`config.mk`:
```
export PLATFORM = sky130hd
export DESIGN_NAME = modular_decoder_flat
export DESIGN_NICKNAME = d
export VERILOG_FILES = /design/src/rtl/decoder_pkg.sv /design/src/rtl/modular_decoder_if.sv /design/src/rtl/mod_divider_core.sv /design/src/rtl/modular_decoder.sv /design/src/flat_wrapper.sv
export SDC_FILE = /design/constraint.sdc
export NUM_CORES = 1
export LEC_CHECK = 0
export ABC_AREA = 1
export CAP_MARGIN = 20
export CORE_AREA = 2 2 113 82
export CTS_BUF_LIST = sky130_fd_sc_hd__clkbuf_4 sky130_fd_sc_hd__clkbuf_8 sky130_fd_sc_hd__clkbuf_16
export DETAILED_ROUTE_END_ITERATION = 8
export DIE_AREA = 0 0 115 84
export GPL_TIMING_DRIVEN = 0
export PLACE_DENSITY_LB_ADDON = 0.2
export SETUP_SLACK_MARGIN = 0.5
export SYNTH_ARGS = -nofsm -noshare
export SYNTH_HDL_FRONTEND = slang
export SYNTH_SLANG_ARGS = --single-unit
```
`constraint.sdc`:
```
create_clock -name clk -period 4.2 [get_ports clk]
set_input_delay 0.84 -clock clk [delete_from_list [all_inputs] [get_ports clk]]
set_output_delay 0.84 -clock clk [all_outputs]
set_load 0.005 [all_outputs]
```
`src/rtl/decoder_pkg.sv`:
```
// Shared types and helpers for the modular decoder slice.
package decoder_pkg;

    localparam int unsigned MAX_CH   = 8;
    localparam int unsigned MAX_R    = 32;
    localparam int unsigned MOD_BITS = MAX_CH * MAX_R;

    typedef enum logic [1:0] {StIdle, StLoad, StRun, StFinish} state_e;

    // Pull channel idx's modulus out of a packed moduli vector (zero-extended to MOD_BITS).
    function automatic int unsigned mod_of(input logic [MOD_BITS-1:0] moduli,
                                           input int unsigned         r_width,
                                           input int unsigned         idx);
        int unsigned res;
        logic [7:0]  pos;
        res = 0;
        for (int unsigned b = 0; b < MAX_R; b++) begin
            if (b < r_width) begin
                pos = 8'(idx * r_width + b);
                res[b[4:0]] = moduli[pos];
            end
        end
        return res;
    endfunction

endpackage

```
`src/rtl/modular_decoder_if.sv`:
```
// Dividend in, remainders/quotients and status out.
interface modular_decoder_if #(
    parameter int unsigned W_WIDTH = 13,
    parameter int unsigned R_WIDTH = 7,
    parameter int unsigned N_CH    = 2
);
    logic [W_WIDTH-1:0]        W;
    logic [N_CH*R_WIDTH-1:0]   rem_o;
    logic [N_CH*W_WIDTH-1:0]   quo_o;
    logic                      done;
    logic                      result_stb;
    logic                      busy;

    modport master (output W, input rem_o, quo_o, done, result_stb, busy);
    modport slave  (input W, output rem_o, quo_o, done, result_stb, busy);
endinterface

```
`src/rtl/mod_divider_core.sv`:
```
// One restoring-division lane by a constant modulus M, one quotient bit per step.
module mod_divider_core #(
    parameter int unsigned W_WIDTH = 13,
    parameter int unsigned R_WIDTH = 7,
    parameter int unsigned M       = 1
) (
    input  logic               clk,
    input  logic               reset,
    input  logic               load,
    input  logic               step,
    input  logic [W_WIDTH-1:0] dividend,
    output logic [R_WIDTH-1:0] rem,
    output logic [W_WIDTH-1:0] quo
);
    localparam logic [R_WIDTH:0] MOD = (R_WIDTH+1)'(M);

    logic [R_WIDTH:0]   pr_q;   // partial remainder, MSB only matters during the trial
    logic [W_WIDTH-1:0] dq_q;   // dividend bits shift out the top, quotient bits in the bottom
    logic [R_WIDTH:0]   trial;
    logic               fits;
    logic               unused_pr_msb;

    // Trial subtraction of the next shifted-in dividend bit.
    always_comb begin
        trial = {pr_q[R_WIDTH-1:0], dq_q[W_WIDTH-1]};
        fits  = (trial >= MOD);
    end

    // Load a fresh dividend or perform one restoring step.
    always_ff @(posedge clk or posedge reset) begin
        if (reset) begin
            pr_q <= '0;
            dq_q <= '0;
        end else if (load) begin
            pr_q <= '0;
            dq_q <= dividend;
        end else if (step) begin
            pr_q <= fits ? (trial - MOD) : trial;
            dq_q <= {dq_q[W_WIDTH-2:0], fits};
        end
    end

    assign rem           = pr_q[R_WIDTH-1:0];
    assign quo           = dq_q;
    assign unused_pr_msb = pr_q[R_WIDTH];

endmodule

```
`src/rtl/modular_decoder.sv`:
```
// Multi-channel W mod M[i] / W div M[i] decoder that recomputes whenever W changes.
module modular_decoder
    import decoder_pkg::*;
#(
    parameter int unsigned               W_WIDTH = 13,
    parameter int unsigned               R_WIDTH = 7,
    parameter int unsigned               N_CH    = 2,
    parameter logic [N_CH*R_WIDTH-1:0]   MODULI  = {7'd81, 7'd80}
) (
    input  logic             clk,
    input  logic             reset,
    modular_decoder_if.slave bus
);
    localparam int unsigned         CNT_W      = (W_WIDTH > 1) ? $clog2(W_WIDTH) : 1;
    localparam logic [MOD_BITS-1:0] MODULI_EXT = MOD_BITS'(MODULI);

    if (N_CH < 1 || N_CH > MAX_CH) begin : g_bad_nch
        $error("modular_decoder: N_CH=%0d outside 1..%0d", N_CH, MAX_CH);
    end

    state_e                  state_q;
    logic [W_WIDTH-1:0]      w_last;
    logic                    pending;
    logic [CNT_W-1:0]        cnt_q;
    logic                    done_q;
    logic                    stb_q;
    logic                    busy_q;
    logic [N_CH*R_WIDTH-1:0] rem_q;
    logic [N_CH*R_WIDTH-1:0] rem_all;
    logic [N_CH*W_WIDTH-1:0] quo_q;
    logic [N_CH*W_WIDTH-1:0] quo_all;
    logic                    changed;
    logic                    core_load;
    logic                    core_step;

    assign changed   = (bus.W != w_last);
    assign core_load = (state_q == StLoad);
    assign core_step = (state_q == StRun);

    for (genvar i = 0; i < N_CH; i++) begin : g_ch
        localparam int unsigned MI = mod_of(MODULI_EXT, R_WIDTH, i);
        if (MI == 0 || (MI >> R_WIDTH) != 0) begin : g_bad_mod
            $error("modular_decoder: channel %0d modulus %0d out of range", i, MI);
        end
        mod_divider_core #(
            .W_WIDTH (W_WIDTH),
            .R_WIDTH (R_WIDTH),
            .M       (MI)
        ) u_core (
            .clk      (clk),
            .reset    (reset),
            .load     (core_load),
            .step     (core_step),
            .dividend (w_last),
            .rem      (rem_all[i*R_WIDTH +: R_WIDTH]),
            .quo      (quo_all[i*W_WIDTH +: W_WIDTH])
        );
    end

    // Control FSM: change detection, step counting and output registers.
    always_ff @(posedge clk or posedge reset) begin
        if (reset) begin
            state_q <= StIdle;
            w_last  <= '0;
            pending <= 1'b1;
            cnt_q   <= '0;
            done_q  <= 1'b0;
            stb_q   <= 1'b0;
            busy_q  <= 1'b0;
            rem_q   <= '0;
            quo_q   <= '0;
        end else begin
            stb_q <= 1'b0;
            unique case (state_q)
                StIdle: begin
                    if (pending || changed) begin
                        w_last  <= bus.W;
                        done_q  <= 1'b0;
                        pending <= 1'b0;
                        busy_q  <= 1'b1;
                        state_q <= StLoad;
                    end
                end
                StLoad: begin
                    if (changed) begin
                        w_last <= bus.W;  // reload with the new value next cycle
                    end else begin
                        cnt_q   <= CNT_W'(W_WIDTH - 1);
                        state_q <= StRun;
                    end
                end
                StRun: begin
                    if (changed) begin
                        w_last  <= bus.W;
                        state_q <= StLoad;
                    end else if (cnt_q == '0) begin
                        busy_q  <= 1'b0;
                        state_q <= StFinish;
                    end else begin
                        cnt_q <= cnt_q - 1'b1;
                    end
                end
                StFinish: begin
                    if (changed) begin
                        // Abandon: outputs keep the last completed result, no strobe.
                        w_last  <= bus.W;
                        busy_q  <= 1'b1;
                        state_q <= StLoad;
                    end else begin
                        rem_q   <= rem_all;
                        quo_q   <= quo_all;
                        done_q  <= 1'b1;
                        stb_q   <= 1'b1;
                        state_q <= StIdle;
                    end
                end
                default: state_q <= StIdle;
            endcase
        end
    end

    assign bus.rem_o      = rem_q;
    assign bus.quo_o      = quo_q;
    assign bus.done       = done_q;
    assign bus.result_stb = stb_q;
    assign bus.busy       = busy_q;

endmodule

```
`src/flat_wrapper.sv`:
```
// flat-port wrapper written by rule: the top's interface ports become plain ports
module modular_decoder_flat import decoder_pkg::*;
#(
    parameter int unsigned               W_WIDTH = 13,
    parameter int unsigned               R_WIDTH = 7,
    parameter int unsigned               N_CH    = 2,
    parameter logic [N_CH*R_WIDTH-1:0]   MODULI  = {7'd81, 7'd80}
)
  (clk, reset, bus_W, bus_rem_o, bus_quo_o, bus_done, bus_result_stb, bus_busy);
  modular_decoder_if #(.W_WIDTH(W_WIDTH), .R_WIDTH(R_WIDTH), .N_CH(N_CH)) bus_i ();
  input  logic clk;
  input  logic reset;
  input wire logic [$bits(bus_i.W)-1:0] bus_W;
  output wire logic [$bits(bus_i.rem_o)-1:0] bus_rem_o;
  output wire logic [$bits(bus_i.quo_o)-1:0] bus_quo_o;
  output wire logic [$bits(bus_i.done)-1:0] bus_done;
  output wire logic [$bits(bus_i.result_stb)-1:0] bus_result_stb;
  output wire logic [$bits(bus_i.busy)-1:0] bus_busy;
  assign bus_i.W = bus_W;
  assign bus_rem_o = bus_i.rem_o;
  assign bus_quo_o = bus_i.quo_o;
  assign bus_done = bus_i.done;
  assign bus_result_stb = bus_i.result_stb;
  assign bus_busy = bus_i.busy;
  modular_decoder #(.W_WIDTH(W_WIDTH), .R_WIDTH(R_WIDTH), .N_CH(N_CH), .MODULI(MODULI)) u_core (.clk(clk), .reset(reset), .bus(bus_i));
endmodule
```
==> qor_table.md <==
| Quantity | Reported | Unit |
| --- | --- | --- |
| Max Fanout on Critical Path | 10 | - |
| Number of levels the H-tree was split into | 3 | - |
| Xor and xnor fraction of the mapped netlist area | 0.00951 | - |
| TritonCTS clock tree | built | - |
| HPWL after detailed placement | 7.37 | mm |
| Ant diodes | 0 | - |
| Flip-flop and latch count after synthesis | 103 | - |
| Max-slew violation count | 0 | - |
| Count of warnings emitted by yosys | 0 | - |
| Number of setup violations in the final report | 0 | - |
| Post-synthesis instance area | 4610 | um2 |
| Max frequency | 441 | MHz |
| Detailed-route DRC error count | 0 | - |
| Min Tclk post-route | 2.27 | ns |
| Fraction of the yosys area taken by sequential cells | 0.560 | - |
| Net count after synthesis | 551 | - |
| Vias after detailed routing | 3648 | - |
| Non-filler instance count after layout | 709 | - |
| Synthesized-area fraction occupied by ao, oa, aoi and oai cells | 0.0932 | - |
| Critical path start-end classification | input port to flop | - |
| Met2 capacity usage during global routing | 0.330 | - |
| Launch point of the worst path | bus_W[12] | - |
| Maximum clock skew at final layout | 0.0107 | ns |
| Area of the placeable core | 8710 | um2 |
| Share of synthesized area spent on multiplexers | 0 | - |
| Area overhead of the layout relative to synthesis | 22.8 | % |
| Destination of the critical timing path | u_core.bus.quo_o[7] | - |
| Synth Area in Simple Gates | 0.224 | - |
| Number of inserted filler cells in the final layout | 742 | - |
| Worst hold slack | 0.478 | ns |
| Total power | 3.24 | mW |
| Final Hold Vio Count | 0 | - |
| Routed WL per cell | 14.2 | um |
| Post-synthesis area per instance | 8.74 | um2 |
| Adder-cell share of the synthesized area | 0.0244 | - |
| Areal power density over the cells | 572 | nW/um2 |
| Vias per cell | 5.15 | - |
| Final net count | 620 | - |
| R2R Path End | u_core.g_ch[0].u_core.quo[3] | - |
| Clock-pin transition on the worst setup and hold timing paths | 0.08 | ns |
| Commonest non-fill, non-tap cells in the layout | 191 x sky130_fd_sc_hd__nand2_1, 102 x sky130_fd_sc_hd__dfrtp_1, 62 x sky130_fd_sc_hd__inv_1 | - |
| CTS root buf | sky130_fd_sc_hd__clkbuf_16 | - |
| RSZ-0062 raised after global routing | false | - |
| Die Y-Extent | 84 | um |
| Critical path startpoint category | input port | - |
| Logic depth of the worst register-to-register path | 8 | - |
| Slew at the pin with the worst max-slew slack | 0.550 | ns |
| Tot GR Track Use | 0.224 | - |
| Largest family of logic cells by synthesized area | simple AND/OR/NAND/NOR gates | - |
| Buffer depth of the longest clock path | 2 | - |
| Peak VDD IR | 0.000342 | V |
| Vias in the first global route | 3526 | - |
| Count of max-cap constraint violations | 0 | - |
| First-pass iteration count of the detailed router | 5 | - |
| Hold-fix buffer count after cts | 0 | - |
| Initial cell density of the core | 0.529 | - |
| Data arrival time of the critical path | 2.54 | ns |
| Crit path capture type | flop | - |
| Worst hold path cell count | 2 | - |
| Die X-Extent | 115 | um |
| Std-Cell Rows | 29 | - |
| Total wirelength of the detailed-routed design | 10.1 | mm |
| Run status | completed | - |
| Drt first-iter violations | 213 | - |
| Tightest slew margin relative to the limit | 0.633 | - |
| Post-Synthesis Cells | 527 | - |
| Number of antenna violations at the first check in global routing | 0 | - |
| Inst Count DP | 693 | - |
| Floorplan die area | 9660 | um2 |
| Met1 Usage GRT | 0.330 | - |
| Netlist cell types | 32 | - |
| Most common library cell in the layout ignoring fill and taps | sky130_fd_sc_hd__nand2_1 | - |
| Met3 track demand over resource in global routing | 0.0552 | - |
| P_leak | 2.79 | nW |
| Resize count post-CTS | 0 | - |
| Highest-utilization routing layer at the global route stage | met2 | - |
| Post-CTS setup buffer count | 0 | - |
| RD Place Congestion | 0.857 | - |
| Worst EP required | 4.47 | ns |
| Cts bufs inserted | 9 | - |
| Clock Latency Late Sink | 0.36 | ns |
| Aggregate global routing overflow | 0 | - |
| Largest net degree at the start of global routing | 68 | - |
| Wire length of the first global-routing pass | 16.9 | mm |
| Count of boundary I/O pins | 58 | - |
| # port buffers | 57 | - |
| Post-route antenna net violation count | 0 | - |
| Register-to-register setup slack | 2.00 | ns |
| Final critical-path share of the clock period | 0.540 | - |
| Worst min path class | flop to flop | - |
| Startpoint of the most critical register-to-register path | u_core.state_q[0] | - |
| Total clock sinks | 103 | - |
| Proportion of layout cells with a drive suffix above 1 | 0.0832 | - |
-- layer usage --
metal	routed length, um	vias up	part of all wire
li1	-	1799	-
met1	5010	1742	0.50
met2	4430	94	0.44
met3	485	13	0.048
met4	134	0	0.013
met5	0	-	0
-- worst min path at each step --
stage,from,end,slack [ns]
global placement,u_core.pending,u_core.pending,0.45
CTS,u_core.pending,u_core.pending,0.46
floorplan,u_core.pending,u_core.pending,0.43
global route,u_core.pending,u_core.pending,0.49
detailed placement,u_core.pending,u_core.pending,0.45
finish,u_core.pending,u_core.pending,0.48
-- cell usage after synthesis (all sizes together) --
library cell / count / share of area
o32ai: 1 / 0.0019
a21oi: 5 / 0.0054
xnor2: 3 / 0.0057
nor2: 15 / 0.015
o21ai: 39 / 0.054
dfstp: 1 / 0.0057
dfrtp: 102 / 0.55
nand2: 192 / 0.16
nand4: 4 / 0.0054
buf: 9 / 0.019
nand3b: 2 / 0.0033
nor3: 1 / 0.0011
or2: 1 / 0.0014
nand3: 34 / 0.039
o22ai: 7 / 0.0095
ha: 9 / 0.024
clkinv: 1 / 0.00081
o221ai: 7 / 0.013
o211ai: 4 / 0.0065
nor4: 1 / 0.0014
inv: 64 / 0.052
clkbuf: 21 / 0.017
xor2: 2 / 0.0038
a31oi: 2 / 0.0027
-- final cells by class --
type | count | area [um2] | area share
well taps | 108 | 135 | 0.0239
flip-flops and latches | 103 | 2580 | 0.456
repair buffers | 58 | 598 | 0.106
clock buffers | 9 | 225 | 0.0398
plain buffers | 30 | 168 | 0.0296
clock inverters | 7 | 88.8 | 0.0157
multi-input cells | 329 | 1620 | 0.286
inverters | 65 | 246 | 0.0436
-- power breakdown --
group / internal (mW) / leakage (nW) / switching, mW
combinational: 0.346 / 1.28 / 0.724
sequential: 1.17 / 1.36 / 0.121
clock: 0.478 / 0.152 / 0.396
total: 2.00 / 2.79 / 1.24
-- flip-flops by register name, summed over array words and instances (netlist names) --
name,cells
u_core.bus.quo_o,26
u_core.g_ch.u_core.quo,26
u_core.bus.rem_o,14
u_core.g_ch.u_core.pr_q,14
u_core.w_last,13
u_core.cnt_q,4
u_core.state_q,2
u_core.bus.busy,1
u_core.bus.done,1
u_core.bus.result_stb,1
u_core.pending,1
-- per-stage QoR --
step                      setup slack (ns)  cell area (um2)  TNS (ns)  utilization
after CTS                             1.95             5660         0        0.649
after detailed placement              1.58             5340         0        0.613
final                                 1.93             5660         0        0.649
after global routing                  1.77             5660         0        0.649
after floorplan                      0.658             4610         0            -
after global placement              -0.803             5310    -81.28        0.610
-- critical path, cell delays in order --
cell and delay [ns]:
sky130_fd_sc_hd__clkdlybuf4s50_1 0.50, sky130_fd_sc_hd__inv_1 0.06, sky130_fd_sc_hd__nand2_1 0.06, sky130_fd_sc_hd__nand2_1 0.05, sky130_fd_sc_hd__nor2_1 0.11, sky130_fd_sc_hd__nand2_1 0.09
sky130_fd_sc_hd__nor2_4 0.16, sky130_fd_sc_hd__nand3_2 0.13, sky130_fd_sc_hd__clkbuf_1 0.29, sky130_fd_sc_hd__o21ai_0 0.25
-- cells by family after synthesis --
family,Yosys count
AO/OA/AOI/OAI,65
XOR/XNOR,5
adder cells (fa/ha/maj),9
buffers and inverters,95
flip-flops,103
AND/OR/NAND/NOR,250
Power figures use the tool's default switching activity.
==> RTL edit 1: new RTL, same flow settings <==
Re-encode `state_e` (4 states) as Gray code, 2 bits wide.
--- a/src/rtl/decoder_pkg.sv
+++ b/src/rtl/decoder_pkg.sv
@@ -5,7 +5,7 @@
     localparam int unsigned MAX_R    = 32;
     localparam int unsigned MOD_BITS = MAX_CH * MAX_R;
 
-    typedef enum logic [1:0] {StIdle, StLoad, StRun, StFinish} state_e;
+    typedef enum logic [1:0] {StIdle = 2'b00, StLoad = 2'b01, StRun = 2'b11, StFinish = 2'b10} state_e;
 
     // Pull channel idx's modulus out of a packed moduli vector (zero-extended to MOD_BITS).
     function automatic int unsigned mod_of(input logic [MOD_BITS-1:0] moduli,
Behaviour: same outputs for any inputs over 10 cycles, from zero or initial values and one cycle with reset high; not proved beyond that.
==> RTL edit 1 against the unedited design <==
  * Register-to-register slack improved by 0.34 ns
  * Routed wire length shrank 2.0%
  * Combinational power fell by 47%
  * Final area fell by 4.1%
  * Clock power decreased by 2%
  * Sequential cell count did not move
  * Non-clock buffer count is 2 higher
  * Synthesized area fell by 4.8%
  * Die area stayed put
  * Setup slack improved by 0.026 ns
  * Power down 19%
  * Critical path type unchanged
  * Largest cell class unchanged
  * Largest power group unchanged
  * Highest routed layer unchanged
==> RTL edit 1: results (changes against the unedited design) <==
* Result of the run: completed (unchanged)
* CTS H-tree depth: 3 (unchanged)
* Post-synth net total: 497 (was 551)
* Layout net count: 566 (was 620)
- The aggregate routed wire length is 9860 µm (was 10100 µm).
* Post-synthesis cell type count: 32 (unchanged)
- Number of input and output port buffers inserted: 57 (unchanged)
- The worst-case clock skew came to 0.00890 ns (was 0.0107 ns).
* Maximum clock insertion buffer count: 2 (unchanged)
- The diode insertion count for antenna repair came to 0 (unchanged).
* CTS Buf Count: 9 (unchanged)
- Part of the Yosys area used for sequential elements: 0.588 (was 0.560)
* Starting DRT DRC Count: 172 (was 213)
- The fraction of registers with async set or reset after synthesis came to 1.00 (unchanged).
- Worst path slowest cell: sky130_fd_sc_hd__clkdlybuf4s50_1 (unchanged)
- The routability-driven placement congestion ratio was 0.804 (was 0.857).
* Top FF cell, synth: sky130_fd_sc_hd__dfrtp_1 (unchanged)
- CP max FO: 10 (unchanged)
- Reg2Reg Depth: 10 (was 8)
- The via count came to 3433 (was 3648).
* Tightest slew margin relative to the limit: 0.676 (was 0.633)
* Syn. warnings: 0 (unchanged)
* Clock-pin slew on the worst setup and hold paths: 0.07 ns
* All-layer global routing usage: 0.223 (was 0.224)
- Clock latency on the worst-skew pair: 0.35 ns
- Layout cells sized above 1: 0.0708 (was 0.0832)
- The total iterations of the first detailed-routing run came to 4 (was 5).
- DPL Wire Length: 6930 µm (was 7370 µm)
* Net switching power: 838 µW (was 1.24 mW)
* Depth of the worst hold-timing path: 2 (unchanged)
* Maximum ir drop on the vdd rail: 0.000279 V (was 0.000342 V)
- The pin count of the biggest net entering global routing is 70 (was 68).
* Stage delay of the slowest cell on the critical path: 0.53 ns (was 0.50 ns)
* Max cap viols: 0 (unchanged)
- The cell class contributing the biggest share of worst-path delay was buffers and inverters (unchanged).
- The leakage power of the design was 2.58 nW (was 2.79 nW).
- Number of cells upsized or downsized after cts: 0 (unchanged)
- Hold crit path type: reg -> reg (unchanged)
* Count of endpoints failing hold in the final timing report: 0 (unchanged)
- Number of global-route vias before repair: 3349 (was 3526)
- Top cells by area, synth: sky130_fd_sc_hd__dfrtp_1 58%, sky130_fd_sc_hd__nand2_1 10%, sky130_fd_sc_hd__inv_1 6.3% (was sky130_fd_sc_hd__dfrtp_1 55%, sky130_fd_sc_hd__nand2_1 16%, sky130_fd_sc_hd__inv_1 5.1%)
* Biggest area consumer among synthesized cells: sky130_fd_sc_hd__dfrtp_1 (unchanged)
- The number of buffers inserted to repair setup after CTS was 0 (unchanged).
* Antenna violations before repair: 0 (unchanged)
- First-pass GRT wire length: 16500 µm (was 16900 µm)
- The buffer cell driving the clock tree root is sky130_fd_sc_hd__clkbuf_16 (unchanged).
- Most used standard cells in the synthesized netlist: 117 x sky130_fd_sc_hd__nand2_1, 102 x sky130_fd_sc_hd__dfrtp_1, 74 x sky130_fd_sc_hd__inv_1 (was 191 x sky130_fd_sc_hd__nand2_1, 102 x sky130_fd_sc_hd__dfrtp_1, 63 x sky130_fd_sc_hd__inv_1).
- TritonCTS clock tree: built (unchanged)
RTL edit 1: final timing paths:
check,start,to,slack [ns]
setup reg to reg,u_core.g_ch[1].u_core.quo[12]$_DFFE_PP0P_,u_core.g_ch[1].u_core.pr_q[1]$_DFFE_PP0P_,2.34
hold / removal,u_core.pending$_DFFE_PP1P_,u_core.pending$_DFFE_PP1P_,0.48
setup / recovery,bus_W[2],u_core.bus.quo_o[12]$_DFFE_PP0P_,1.96
max in group asynchronous,reset,u_core.pending$_DFFE_PP1P_,2.63
hold reg to reg,u_core.pending$_DFFE_PP1P_,u_core.pending$_DFFE_PP1P_,0.48
min in group asynchronous,reset,u_core.bus.quo_o[1]$_DFFE_PP0P_,0.86
RTL edit 1: layer usage:
layer  wire length (µm)  up-vias  track usage
li1                   -     1685            -
met1               4700     1645        0.329
met2               4480       90        0.328
met3                533       13       0.0545
met4                148        0       0.0679
met5                  0        -            0
RTL edit 1: kinds of logic after synthesis:
| family | share of synthesized area |
|---|---|
| AO/OA/AOI/OAI | 0.142 |
| adder cells (fa/ha/maj) | 0.0143 |
| XOR/XNOR | 0.00799 |
| flip-flops | 0.588 |
| AND/OR/NAND/NOR | 0.150 |
| buffers and inverters | 0.0971 |
RTL edit 1: power groups by stage:
stage	Combinational (mW)	Clock (mW)	Sequential, mW
finish	0.571	0.856	1.21
global placement	0.538	0	1.22
global route	0.643	0.910	1.22
CTS	0.568	0.871	1.21
detailed placement	0.560	0	1.22
floorplan	0.401	0	1.21
RTL edit 1: layout make-up:
type / instances / area, µm²
plain buffers: 32 / 140
clock buffers: 10 / 239
clock inverters: 6 / 66.3
fillers: 761 / 3280
inverters: 76 / 288
multi-input cells: 266 / 1380
flip-flops and latches: 103 / 2580
well taps: 108 / 135
repair buffers: 58 / 598
RTL edit 1: per-stage QoR:
| step | cells | hold slack [ns] | cell area [µm²] | worst slack [ns] |
|---|---|---|---|---|
| floorplan | 477 | 0.444 | 4380 | 0.658 |
| global placement | 642 | 0.457 | 5090 | -0.795 |
| detailed placement | 643 | 0.462 | 5120 | 1.62 |
| CTS | 659 | 0.475 | 5420 | 1.97 |
| global route | 659 | 0.494 | 5420 | 1.75 |
| finish | 659 | 0.475 | 5420 | 1.96 |
RTL edit 1: worst min-delay path, cell delays in order, from the launching register on:
cell and delay [ns]:
sky130_fd_sc_hd__dfstp_2 0.37, sky130_fd_sc_hd__inv_1 0.06, sky130_fd_sc_hd__nor2_1 0.05
==> RTL edit 2: new RTL, same flow settings <==
Without the edit above. Reset style: synchronous (`reset`), changed in 2 clocked blocks.
--- a/src/rtl/mod_divider_core.sv
+++ b/src/rtl/mod_divider_core.sv
@@ -27,7 +27,7 @@
     end
 
     // Load a fresh dividend or perform one restoring step.
-    always_ff @(posedge clk or posedge reset) begin
+    always_ff @(posedge clk) begin
         if (reset) begin
             pr_q <= '0;
             dq_q <= '0;
--- a/src/rtl/modular_decoder.sv
+++ b/src/rtl/modular_decoder.sv
@@ -58,7 +58,7 @@
     end
 
     // Control FSM: change detection, step counting and output registers.
-    always_ff @(posedge clk or posedge reset) begin
+    always_ff @(posedge clk) begin
         if (reset) begin
             state_q <= StIdle;
             w_last  <= '0;
Function: differs if reset is asserted again (counterexample within 4 cycles, from zero or initial values and one cycle with reset high); with reset held inactive, the same outputs for 10 cycles.
==> RTL edit 2 against the unedited design <==
  * Combinational power is 20% lower
  * Hold slack got worse by 0.018 ns
  * Sequential share of layout area is 7.5 points lower
  * Sequential cell count is the same
  * Global-route usage grew 0.72 points
  * Routed wire length grew 7.9%
  * Power decreased by 5.4%
  * Synthesized area is 4.4% lower
  * Clock skew down 0.0039 ns
  * Setup slack lost 0.11 ns
  * Via count grew 11%
  * Final area shrank 4.3%
  * Critical path depth grew 3
  * Critical path type unchanged
  * Largest power group unchanged
==> RTL edit 2: results (changes against the unedited design) <==
- The share of cells above drive strength 1 was 0.0672 (was 0.0832).
- Leak Pwr: 2.21 nW (was 2.79 nW)
- Maximum number of pins on one net before global-route repair: 17 (was 68)
* First-pass GRT wire length: 17700 µm (was 16900 µm)
* Layout net count: 690 (was 620)
- Number of global-route vias before repair: 3652 (was 3526)
- The peak ir drop on the vdd network came to 0.000237 V (was 0.000342 V).
* Vias per cell: 5.20 (was 5.15)
* Result of the run: completed (unchanged)
- The measured slew at the worst slew-check pin came to 0.647 ns (was 0.550 ns).
* Switching share of total power: 0.360 (was 0.383)
* Maximum clock insertion buffer count: 2 (unchanged)
* Clock-pin slew on the worst setup and hold paths: 0.06 ns (was 0.08 ns)
- The routability-driven placement congestion ratio is 0.922 (was 0.857).
- Post-synthesis cell type count: 24 (was 32)
- The number of standard cells after synthesis came to 599 (was 527).
- Starting DRT DRC Count: 406 (was 213)
- Part of the Yosys area used for sequential elements: 0.468 (was 0.560)
- The count of input and output buffers was 56 (was 57).
- Standard cell area after detailed placement: 0.00510 mm² (was 0.00534 mm²)
* Top cell type's share of synthesized area: 0.468 (was 0.554)
- Top cells by area, synth: sky130_fd_sc_hd__dfxtp_1 47%, sky130_fd_sc_hd__nand2_1 13%, sky130_fd_sc_hd__a21oi_1 12% (was sky130_fd_sc_hd__dfrtp_1 55%, sky130_fd_sc_hd__nand2_1 16%, sky130_fd_sc_hd__inv_1 5.1%).
- Placed cell count: 763 (was 693)
* Average routed wire per standard cell: 13.9 µm (was 14.2 µm)
- Async S/R FF share, synth: 0 (was 1.00)
* Number of fillers in the final layout: 799 (was 742)
- The arrival time of data at the critical path endpoint is 2.65 ns (was 2.54 ns).
* DPL Wire Length: 7930 µm (was 7370 µm)
- Most used standard cells in the synthesized netlist: 150 x sky130_fd_sc_hd__nand2_1, 103 x sky130_fd_sc_hd__dfxtp_1, 102 x sky130_fd_sc_hd__a21oi_1 (was 191 x sky130_fd_sc_hd__nand2_1, 102 x sky130_fd_sc_hd__dfrtp_1, 63 x sky130_fd_sc_hd__inv_1).
==> RTL edit 2: cell types whose count changed after synthesis, sizes merged, moves of 20 or more <==
cell   unedited run  this run
a21oi             5       112
dfrtp           102         0
dfxtp             0       103
nand2           192       160
nand3            34        14
nor2             15        37
==> RTL edit 2: worst paths after layout <==
| kind | end | slack (ns) | startpoint | cells after the start |
|---|---|---|---|---|
| setup reg to reg | u_core.state_q[0]$_SDFFE_PP0P_ | 2.04 | u_core.state_q[0]$_SDFFE_PP0P_ | 9 |
| hold reg to reg | u_core.g_ch[0].u_core.pr_q[6]$_SDFFE_PP0P_ | 0.46 | u_core.g_ch[0].u_core.pr_q[6]$_SDFFE_PP0P_ | 2 |
| setup / recovery | u_core.bus.rem_o[2]$_SDFFE_PP0P_ | 1.82 | bus_W[3] | 13 |
| hold / removal | u_core.g_ch[0].u_core.pr_q[6]$_SDFFE_PP0P_ | 0.46 | u_core.g_ch[0].u_core.pr_q[6]$_SDFFE_PP0P_ | 2 |
==> RTL edit 2: area by class of cell <==
class | instances | area share
Sequential cell | 103 | 0.381
Multi-Input combinational cell | 397 | 0.358
Timing Repair Buffer | 56 | 0.104
Inverter | 67 | 0.0465
Clock buffer | 10 | 0.0430
Buffer | 32 | 0.0282
Tap cell | 108 | 0.0250
Clock inverter | 5 | 0.0150
==> RTL edit 2: layer usage <==
layer / GRT usage / routed length [µm]
met2: 0.327 / 4410
met1: 0.347 / 5440
met5: 0 / 0
met3: 0.0530 / 878
met4: 0.0723 / 132
==> RTL edit 2: power groups by stage <==
| stage | Clock, mW | Combinational, mW | Sequential [mW] |
|---|---|---|---|
| after floorplan | 0 | 0.625 | 1.28 |
| after global placement | 0 | 0.805 | 1.33 |
| after detailed placement | 0 | 0.828 | 1.33 |
| after CTS | 0.903 | 0.836 | 1.31 |
| after global routing | 0.944 | 0.975 | 1.34 |
| final | 0.888 | 0.852 | 1.32 |
==> RTL edit 2: kinds of logic after synthesis <==
logic type | Yosys count | share of synthesized area
AOI/OAI and AO/OA | 168 | 0.203
xor gates and xnor gates | 6 | 0.0119
adders and majority gates | 9 | 0.0256
buffers and inverters | 99 | 0.0918
DFF | 103 | 0.468
and+or+nand+nor | 214 | 0.200
==> RTL edit 2: stage by stage <==
step | power [mW] | util
after floorplan | 1.91 | -
final | 3.06 | 0.622
after detailed placement | 2.16 | 0.586
after global placement | 2.13 | 0.586
after CTS | 3.05 | 0.622
after global routing | 3.26 | 0.622
==> RTL edit 2: worst register-to-register path: cells and delay by family, from the launching register on <==
kind / cells / cell delay, ns
AND/OR/NAND/NOR: 2 / 0.20
flip-flops: 1 / 0.44
AO/OA/AOI/OAI: 4 / 0.88
adder cells (fa/ha/maj): 1 / 0.22
buffers and inverters: 2 / 0.29
